### src/rtl/esm_issue_buffer_if.sv
// Bundle of fetch, core-load, core-select and downstream-issue signals for esm_issue_buffer.
// stall_cnt is present only when ESM_ISSUE_STALL_CNT_EN is defined.
interface esm_issue_buffer_if #(
   parameter int unsigned Instruction_word_size = 32,
   parameter int unsigned bs                    = 16
);
   localparam int unsigned IdxW = $clog2(bs);

   logic                             in_valid;
   logic [Instruction_word_size-1:0] in_instr;
   logic                             in_regwrite;
   logic                             in_alusrc;
   logic                             in_ready;
   logic [Instruction_word_size-1:0] Instr_out;
   logic                             RegWrite_out;
   logic                             ALUSrc_out;
   logic [IdxW-1:0]                  buffer_index_out;
   logic [0:bs-1]                    valid_entries_out;
   logic                             proceed_out;
   logic [IdxW-1:0]                  sel_index;
   logic                             sel_valid;
   logic                             issue_valid;
   logic [Instruction_word_size-1:0] issue_instr;
   logic                             issue_ready;
   logic [IdxW:0]                    occupancy;
`ifdef ESM_ISSUE_STALL_CNT_EN
   logic [15:0]                      stall_cnt;
`endif

   // slave: the issue buffer itself; master: fetch, core and downstream side.
   modport slave (
      input  in_valid, in_instr, in_regwrite, in_alusrc, sel_index, sel_valid, issue_ready,
`ifdef ESM_ISSUE_STALL_CNT_EN
      output stall_cnt,
`endif
      output in_ready, Instr_out, RegWrite_out, ALUSrc_out, buffer_index_out,
      output valid_entries_out, proceed_out, issue_valid, issue_instr, occupancy
   );

   modport master (
      output in_valid, in_instr, in_regwrite, in_alusrc, sel_index, sel_valid, issue_ready,
`ifdef ESM_ISSUE_STALL_CNT_EN
      input  stall_cnt,
`endif
      input  in_ready, Instr_out, RegWrite_out, ALUSrc_out, buffer_index_out,
      input  valid_entries_out, proceed_out, issue_valid, issue_instr, occupancy
   );
endinterface

### src/rtl/esm_issue_buffer.sv
// Slot buffer feeding the ESM core and issuing its selected instruction downstream.
// Optional macro ESM_ISSUE_STALL_CNT_EN adds a saturating stall_cnt output.
module esm_issue_buffer #(
   parameter int unsigned Instruction_word_size = 32,
   parameter int unsigned bs                    = 16,
   parameter int unsigned SETTLE_CYC            = 2
) (
   input logic               clk,
   input logic               rst,
   esm_issue_buffer_if.slave bus
);
   localparam int unsigned IdxW = $clog2(bs);
   localparam int unsigned OccW = IdxW + 1;

   localparam logic [1:0] S_IDLE   = 2'd0;
   localparam logic [1:0] S_SETTLE = 2'd1;
   localparam logic [1:0] S_HOLD   = 2'd2;

   logic [Instruction_word_size-1:0] mem_q [bs];
   logic [0:bs-1]                    valid_q, valid_d;
   logic [OccW-1:0]                  occ_q, occ_d;
   logic [2:0]                       cnt_q, cnt_d;
   logic [1:0]                       state_q, state_d;
   logic [IdxW-1:0]                  issue_slot_q, issue_slot_d;
   logic                             issue_valid_q, issue_valid_d;
   logic [Instruction_word_size-1:0] issue_instr_q, issue_instr_d;
   logic                             proceed_q;
   logic [Instruction_word_size-1:0] instr_q;
   logic                             regwrite_q, alusrc_q;
   logic [IdxW-1:0]                  bidx_q;

   logic            in_ready;
   logic            accept, retire, sel_hit;
   logic [IdxW-1:0] free_idx;

   // Gated by reset so every output reads 0 while reset is held.
   assign in_ready = rst & ~(&valid_q);
   assign accept   = bus.in_valid & in_ready;
   assign retire   = issue_valid_q & bus.issue_ready;
   assign sel_hit  = bus.sel_valid & valid_q[bus.sel_index];

   always_comb begin
      free_idx = '0;
      for (int i = int'(bs) - 1; i >= 0; i--) begin
         if (!valid_q[i]) free_idx = IdxW'(i);
      end
   end

   always_comb begin
      valid_d = valid_q;
      if (accept) valid_d[free_idx] = 1'b1;
      if (retire) valid_d[issue_slot_q] = 1'b0;
   end

   always_comb begin
      occ_d = occ_q;
      if (accept && !retire) occ_d = occ_q + 1'b1;
      else if (!accept && retire) occ_d = occ_q - 1'b1;
   end

   always_comb begin
      cnt_d = cnt_q;
      if (accept || retire) cnt_d = 3'(SETTLE_CYC);
      else if (cnt_q != 3'd0) cnt_d = cnt_q - 3'd1;
   end

   always_comb begin
      state_d       = state_q;
      issue_slot_d  = issue_slot_q;
      issue_valid_d = issue_valid_q;
      issue_instr_d = issue_instr_q;
      case (state_q)
         S_IDLE: begin
            if (accept) state_d = S_SETTLE;
         end
         S_SETTLE: begin
            // A selection naming an empty slot is a core mismatch and is ignored.
            if (cnt_q == 3'd0 && sel_hit) begin
               issue_slot_d  = bus.sel_index;
               issue_instr_d = mem_q[bus.sel_index];
               issue_valid_d = 1'b1;
               state_d       = S_HOLD;
            end
         end
         S_HOLD: begin
            if (retire) begin
               issue_valid_d = 1'b0;
               state_d       = (valid_d == '0) ? S_IDLE : S_SETTLE;
            end
         end
         default: state_d = S_IDLE;
      endcase
   end

   always_ff @(posedge clk) begin
      if (accept) mem_q[free_idx] <= bus.in_instr;
   end

   always_ff @(posedge clk or negedge rst) begin
      if (!rst) begin
         valid_q       <= '0;
         occ_q         <= '0;
         cnt_q         <= '0;
         state_q       <= S_IDLE;
         issue_slot_q  <= '0;
         issue_valid_q <= 1'b0;
         issue_instr_q <= '0;
         proceed_q     <= 1'b0;
         instr_q       <= '0;
         regwrite_q    <= 1'b0;
         alusrc_q      <= 1'b0;
         bidx_q        <= '0;
      end else begin
         valid_q       <= valid_d;
         occ_q         <= occ_d;
         cnt_q         <= cnt_d;
         state_q       <= state_d;
         issue_slot_q  <= issue_slot_d;
         issue_valid_q <= issue_valid_d;
         issue_instr_q <= issue_instr_d;
         proceed_q     <= retire;
         if (accept) begin
            instr_q    <= bus.in_instr;
            regwrite_q <= bus.in_regwrite;
            alusrc_q   <= bus.in_alusrc;
            bidx_q     <= free_idx;
         end
      end
   end

`ifdef ESM_ISSUE_STALL_CNT_EN
   logic [15:0] stall_q;

   always_ff @(posedge clk or negedge rst) begin
      if (!rst) begin
         stall_q <= '0;
      end else if (state_q == S_HOLD && !bus.issue_ready && stall_q != 16'hFFFF) begin
         stall_q <= stall_q + 16'd1;
      end
   end

   assign bus.stall_cnt = stall_q;
`endif

   assign bus.in_ready          = in_ready;
   assign bus.Instr_out         = instr_q;
   assign bus.RegWrite_out      = regwrite_q;
   assign bus.ALUSrc_out        = alusrc_q;
   assign bus.buffer_index_out  = bidx_q;
   assign bus.valid_entries_out = valid_q;
   assign bus.proceed_out       = proceed_q;
   assign bus.issue_valid       = issue_valid_q;
   assign bus.issue_instr       = issue_instr_q;
   assign bus.occupancy         = occ_q;
endmodule

### src/flat_wrapper.sv
// flat-port wrapper written by rule: the top's interface ports become plain ports
module esm_issue_buffer_flat 
#(
   parameter int unsigned Instruction_word_size = 32,
   parameter int unsigned bs                    = 16,
   parameter int unsigned SETTLE_CYC            = 2
)
  (clk, rst, bus_in_valid, bus_in_instr, bus_in_regwrite, bus_in_alusrc, bus_sel_index, bus_sel_valid, bus_issue_ready, bus_in_ready, bus_Instr_out, bus_RegWrite_out, bus_ALUSrc_out, bus_buffer_index_out, bus_valid_entries_out, bus_proceed_out, bus_issue_valid, bus_issue_instr, bus_occupancy);
  esm_issue_buffer_if #(.Instruction_word_size(Instruction_word_size), .bs(bs)) bus_i ();
  input logic clk;
  input logic rst;
  input wire logic [$bits(bus_i.in_valid)-1:0] bus_in_valid;
  input wire logic [$bits(bus_i.in_instr)-1:0] bus_in_instr;
  input wire logic [$bits(bus_i.in_regwrite)-1:0] bus_in_regwrite;
  input wire logic [$bits(bus_i.in_alusrc)-1:0] bus_in_alusrc;
  input wire logic [$bits(bus_i.sel_index)-1:0] bus_sel_index;
  input wire logic [$bits(bus_i.sel_valid)-1:0] bus_sel_valid;
  input wire logic [$bits(bus_i.issue_ready)-1:0] bus_issue_ready;
  output wire logic [$bits(bus_i.in_ready)-1:0] bus_in_ready;
  output wire logic [$bits(bus_i.Instr_out)-1:0] bus_Instr_out;
  output wire logic [$bits(bus_i.RegWrite_out)-1:0] bus_RegWrite_out;
  output wire logic [$bits(bus_i.ALUSrc_out)-1:0] bus_ALUSrc_out;
  output wire logic [$bits(bus_i.buffer_index_out)-1:0] bus_buffer_index_out;
  output wire logic [$bits(bus_i.valid_entries_out)-1:0] bus_valid_entries_out;
  output wire logic [$bits(bus_i.proceed_out)-1:0] bus_proceed_out;
  output wire logic [$bits(bus_i.issue_valid)-1:0] bus_issue_valid;
  output wire logic [$bits(bus_i.issue_instr)-1:0] bus_issue_instr;
  output wire logic [$bits(bus_i.occupancy)-1:0] bus_occupancy;
  assign bus_i.in_valid = bus_in_valid;
  assign bus_i.in_instr = bus_in_instr;
  assign bus_i.in_regwrite = bus_in_regwrite;
  assign bus_i.in_alusrc = bus_in_alusrc;
  assign bus_i.sel_index = bus_sel_index;
  assign bus_i.sel_valid = bus_sel_valid;
  assign bus_i.issue_ready = bus_issue_ready;
  assign bus_in_ready = bus_i.in_ready;
  assign bus_Instr_out = bus_i.Instr_out;
  assign bus_RegWrite_out = bus_i.RegWrite_out;
  assign bus_ALUSrc_out = bus_i.ALUSrc_out;
  assign bus_buffer_index_out = bus_i.buffer_index_out;
  assign bus_valid_entries_out = bus_i.valid_entries_out;
  assign bus_proceed_out = bus_i.proceed_out;
  assign bus_issue_valid = bus_i.issue_valid;
  assign bus_issue_instr = bus_i.issue_instr;
  assign bus_occupancy = bus_i.occupancy;
  esm_issue_buffer #(.Instruction_word_size(Instruction_word_size), .bs(bs), .SETTLE_CYC(SETTLE_CYC)) u_core (.clk(clk), .rst(rst), .bus(bus_i));
endmodule
### config.mk
export PLATFORM = sky130hd
export DESIGN_NAME = esm_issue_buffer_flat
export DESIGN_NICKNAME = d
export VERILOG_FILES = /design/src/rtl/esm_issue_buffer_if.sv /design/src/rtl/esm_issue_buffer.sv /design/src/flat_wrapper.sv
export SDC_FILE = /design/constraint.sdc
export NUM_CORES = 1
export LEC_CHECK = 0
export CAP_MARGIN = 20
export CORE_AREA = 3 3 248 250
export CTS_CLUSTER_SIZE = 14
export DETAILED_ROUTE_END_ITERATION = 8
export DIE_AREA = 0 0 251 253
export HOLD_SLACK_MARGIN = 0.08
export PLACE_DENSITY_LB_ADDON = 0.05
export SYNTH_ARGS = -nofsm -noshare
export SYNTH_HDL_FRONTEND = slang
export SYNTH_SLANG_ARGS = --single-unit
### constraint.sdc
create_clock -name clk -period 5.8 [get_ports clk]
set_input_delay 1.74 -clock clk [delete_from_list [all_inputs] [get_ports clk]]
set_output_delay 1.74 -clock clk [all_outputs]
set_load 0.01 [all_outputs]
==> results.ini <==
[status]
outcome=completed

[pwr]
p_sw_mw=3.07
sw_frac_of_total=0.257
p_int_mw=8.85
powerDensity_nw_per_um2=418
clockPowerShare=0.365
vdd_drop_max_v=0.000213
power_leakage_nw=9.67
total_power_mw=11.9
p_seq_frac=0.468
combPwrFrac=0.167

[clock_network]
cts_tree=built
root_buffer=clkbuf_16
postCtsHoldBufs=0
cts_setup_buffers=0
clock_path_buffers=3
cts_sinks=614
cts_buffers=69
h-tree-depth=3
clk_latency_ps=600
cts_resized=0
path_clk_slew_ps=60

[worst_hold_path]
whs_path_depth=2
hold_class=flip-flop to flip-flop
min_from=u_core.bus.ALUSrc_out
min_to=u_core.bus.ALUSrc_out

[sta]
setup_viol=0
timing.final.crit_share=0.754
finalWorstPathRequiredPeriod_ps=4370
finClkSkew_ps=18.9
worstMarginPinSlew_ps=978
hold_viol=0
max_freq_mhz=229
slew_headroom=0.341
fin_ws_ps=1430
report.final.slew_viol_count=0
setup-tns-final_ps=0
rsz0062_at_grt=no

[critical_path]
rr_startpoint=u_core.bus.valid_entries_out[5]
crit_type=input pin to output port
reg2reg_depth=13
reg2reg_setup_slack_ps=2600
r2r-end=u_core.bus.occupancy[4]
worstPathArrival_ps=2630
crit_path_max_fanout=18
critPathLaunchType=input pin
cp.required_ps=4060
endpoint_kind=output port

[synth]
ys_seq_elements=614
syn_avg_cell_area_um2=20.6
ys.flop_type=edfxtp_1
syn_inst=1158
ys_seq_area_frac=0.753
synth_edf_count=512
synth_top_area_cell=edfxtp_1
synth_top_area_frac=0.646
synth_cell_type_count=51
synthesis.nets=1209
synth-async-reset-ratio=0.166
synth.area.top_cells=edfxtp_1, mux4_2, dfrtp_1, nand2_1, mux2_2
syn_area_um2=23800
yosys_warnings=0

[global_routing]
antenna_found_initial=0
grt_pass1_wl_um=85000
grt_max_degree=89
track_usage=0.183
first_global_vias=12500
grt_overflow_total=0

[route]
viasPerCell=5.43
drc_errors=0
routed_wl_um=56500
routedWlPerCell_um=26.0
first_iter_violations=838
vias=11800
ant_nets=0
drtPass1Iterations=5

[placed_design]
place_ws_ps=1230
place.gp.congestion=0.845
port-buffer-count=136
dp_hpwl_um=32300

[floorplan]
dieArea_um2=63500
io_pins=137
fp.dieW_um=251
rows=89
die_h_um=253
initial_core_util=0.402
core_area_um2=59200

[cells_and_area]
diodes=0
nets=1394
area_growth_pct=19.8
drive_above_1_share=0.250

[run]
cap_violations=0

synthesized netlist by cell type, types with 2 or more instances:
cell type and n:
o22ai_1 2, buf_4 3, buf_1 5, o211ai_1 6, mux2_1 13, nor3_1 8, o21ai_0 8, nand4_1 8
inv_1 17, buf_6 2, and3_1 3, buf_2 12, nor4_1 3, nand2_1 121, edfxtp_1 512, a21boi_0 3
and2_1 4, xnor2_1 5, nand3b_1 2, a21oi_1 13, mux2_2 25, o22a_1 6, clkbuf_1 31, ha_1 7
nor2b_1 2, o32ai_1 2, o31ai_1 2, a31oi_1 5, mux4_2 165, a21o_1 3, and4_1 3, dfrtp_1 102
nand2b_1 8, nor2_1 30
worst max-delay path, stage by stage:
cell	delay, ps
buf_6	180
nor2b_1	160
clkdlybuf4s50_1	540
final cells by class:
| type | count | area (µm²) |
|---|---|---|
| Sequential cell | 614 | 17900 |
| Tap cell | 773 | 967 |
| Fill cell | 4936 | 30700 |
| Inverter | 18 | 67.6 |
| Clock buffer | 89 | 1920 |
| Timing Repair Buffer | 168 | 1640 |
| Multi-Input combinational cell | 472 | 5630 |
| Clock inverter | 37 | 365 |
state kept, by name, indices dropped and copies added (netlist names), 3 cells and up:
name	flops
u_core.cnt_q	3
u_core.bus.buffer_index_out	4
u_core.bus.valid_entries_out	16
u_core.mem_q	512
u_core.bus.issue_instr	32
u_core.issue_slot_q	4
u_core.bus.occupancy	5
u_core.bus.Instr_out	32
worst max path at each step:
stage | from | end | slack [ps]
2_1_floorplan | bus_in_valid | u_core.mem_q[13][0] | 580
3_3_place_gp | bus_sel_index[1] | u_core.bus.issue_instr[28] | 1250
3_5_place_dp | bus_sel_index[1] | u_core.bus.issue_instr[21] | 1230
4_1_cts | rst | bus_in_ready | 1410
5_1_grt | u_core.bus.valid_entries_out[1] | bus_in_ready | 1340
6_report | rst | bus_in_ready | 1430
through the flow:
step / area (µm²) / hold slack (ps) / cells / util
floorplan: 23800 / 470 / 1158 / -
global placement: 26200 / 458 / 2045 / 0.443
detailed placement: 26200 / 462 / 2045 / 0.443
CTS: 28500 / 477 / 2171 / 0.481
global route: 28500 / 490 / 2171 / 0.481
finish: 28500 / 472 / 2171 / 0.481
cells in the final DEF (no fill, tap or decap), types with 4 or more instances in the layout:
master / n
edfxtp_1: 512
nand2b_1: 7
a21oi_1: 13
clkdlybuf4s50_1: 131
mux4_2: 165
buf_4: 29
inv_1: 15
mux2_2: 25
clkbuf_1: 13
xnor2_1: 5
mux2_1: 13
nor2_1: 22
nand2_1: 121
clkbuf_16: 73
buf_12: 4
nor3_1: 6
clkinv_2: 15
nor2_4: 8
o21ai_0: 8
dfrtp_1: 102
o22a_1: 6
a31oi_1: 5
ha_1: 7
o211ai_1: 6
nand4_1: 8
clkbuf_8: 4
bufinv_16: 6
clkinv_1: 9
logic make-up (layout without fill, tap and decap cells):
kind of cell	Yosys count	in the layout	synth area share
buffers and inverters	72	312	0.0136
xor gates and xnor gates	6	6	0.00221
AOI/OAI and AO/OA	55	55	0.0154
muxes	203	203	0.174
adders and majority gates	9	9	0.00494
and+or+nand+nor	199	199	0.0368
DFF	614	614	0.753
routing by layer:
| layer | up-vias | part of all wire | GRT usage |
|---|---|---|---|
| li1 | 5070 | - | - |
| met1 | 6359 | 0.44 | 0.249 |
| met2 | 265 | 0.50 | 0.306 |
| met3 | 86 | 0.034 | 0.0299 |
| met4 | 0 | 0.023 | 0.0517 |
| met5 | - | 0 | 0 |
power by group through the flow:
stage | Combinational [mW] | Clock [mW] | Sequential, mW
detailed placement | 2.02 | 0 | 5.66
CTS | 2.03 | 4.48 | 5.58
finish | 1.99 | 4.35 | 5.57
global route | 2.16 | 4.66 | 5.63
floorplan | 0.950 | 0 | 5.67
global placement | 2.01 | 0 | 5.66
Power figures use the tool's default switching activity.
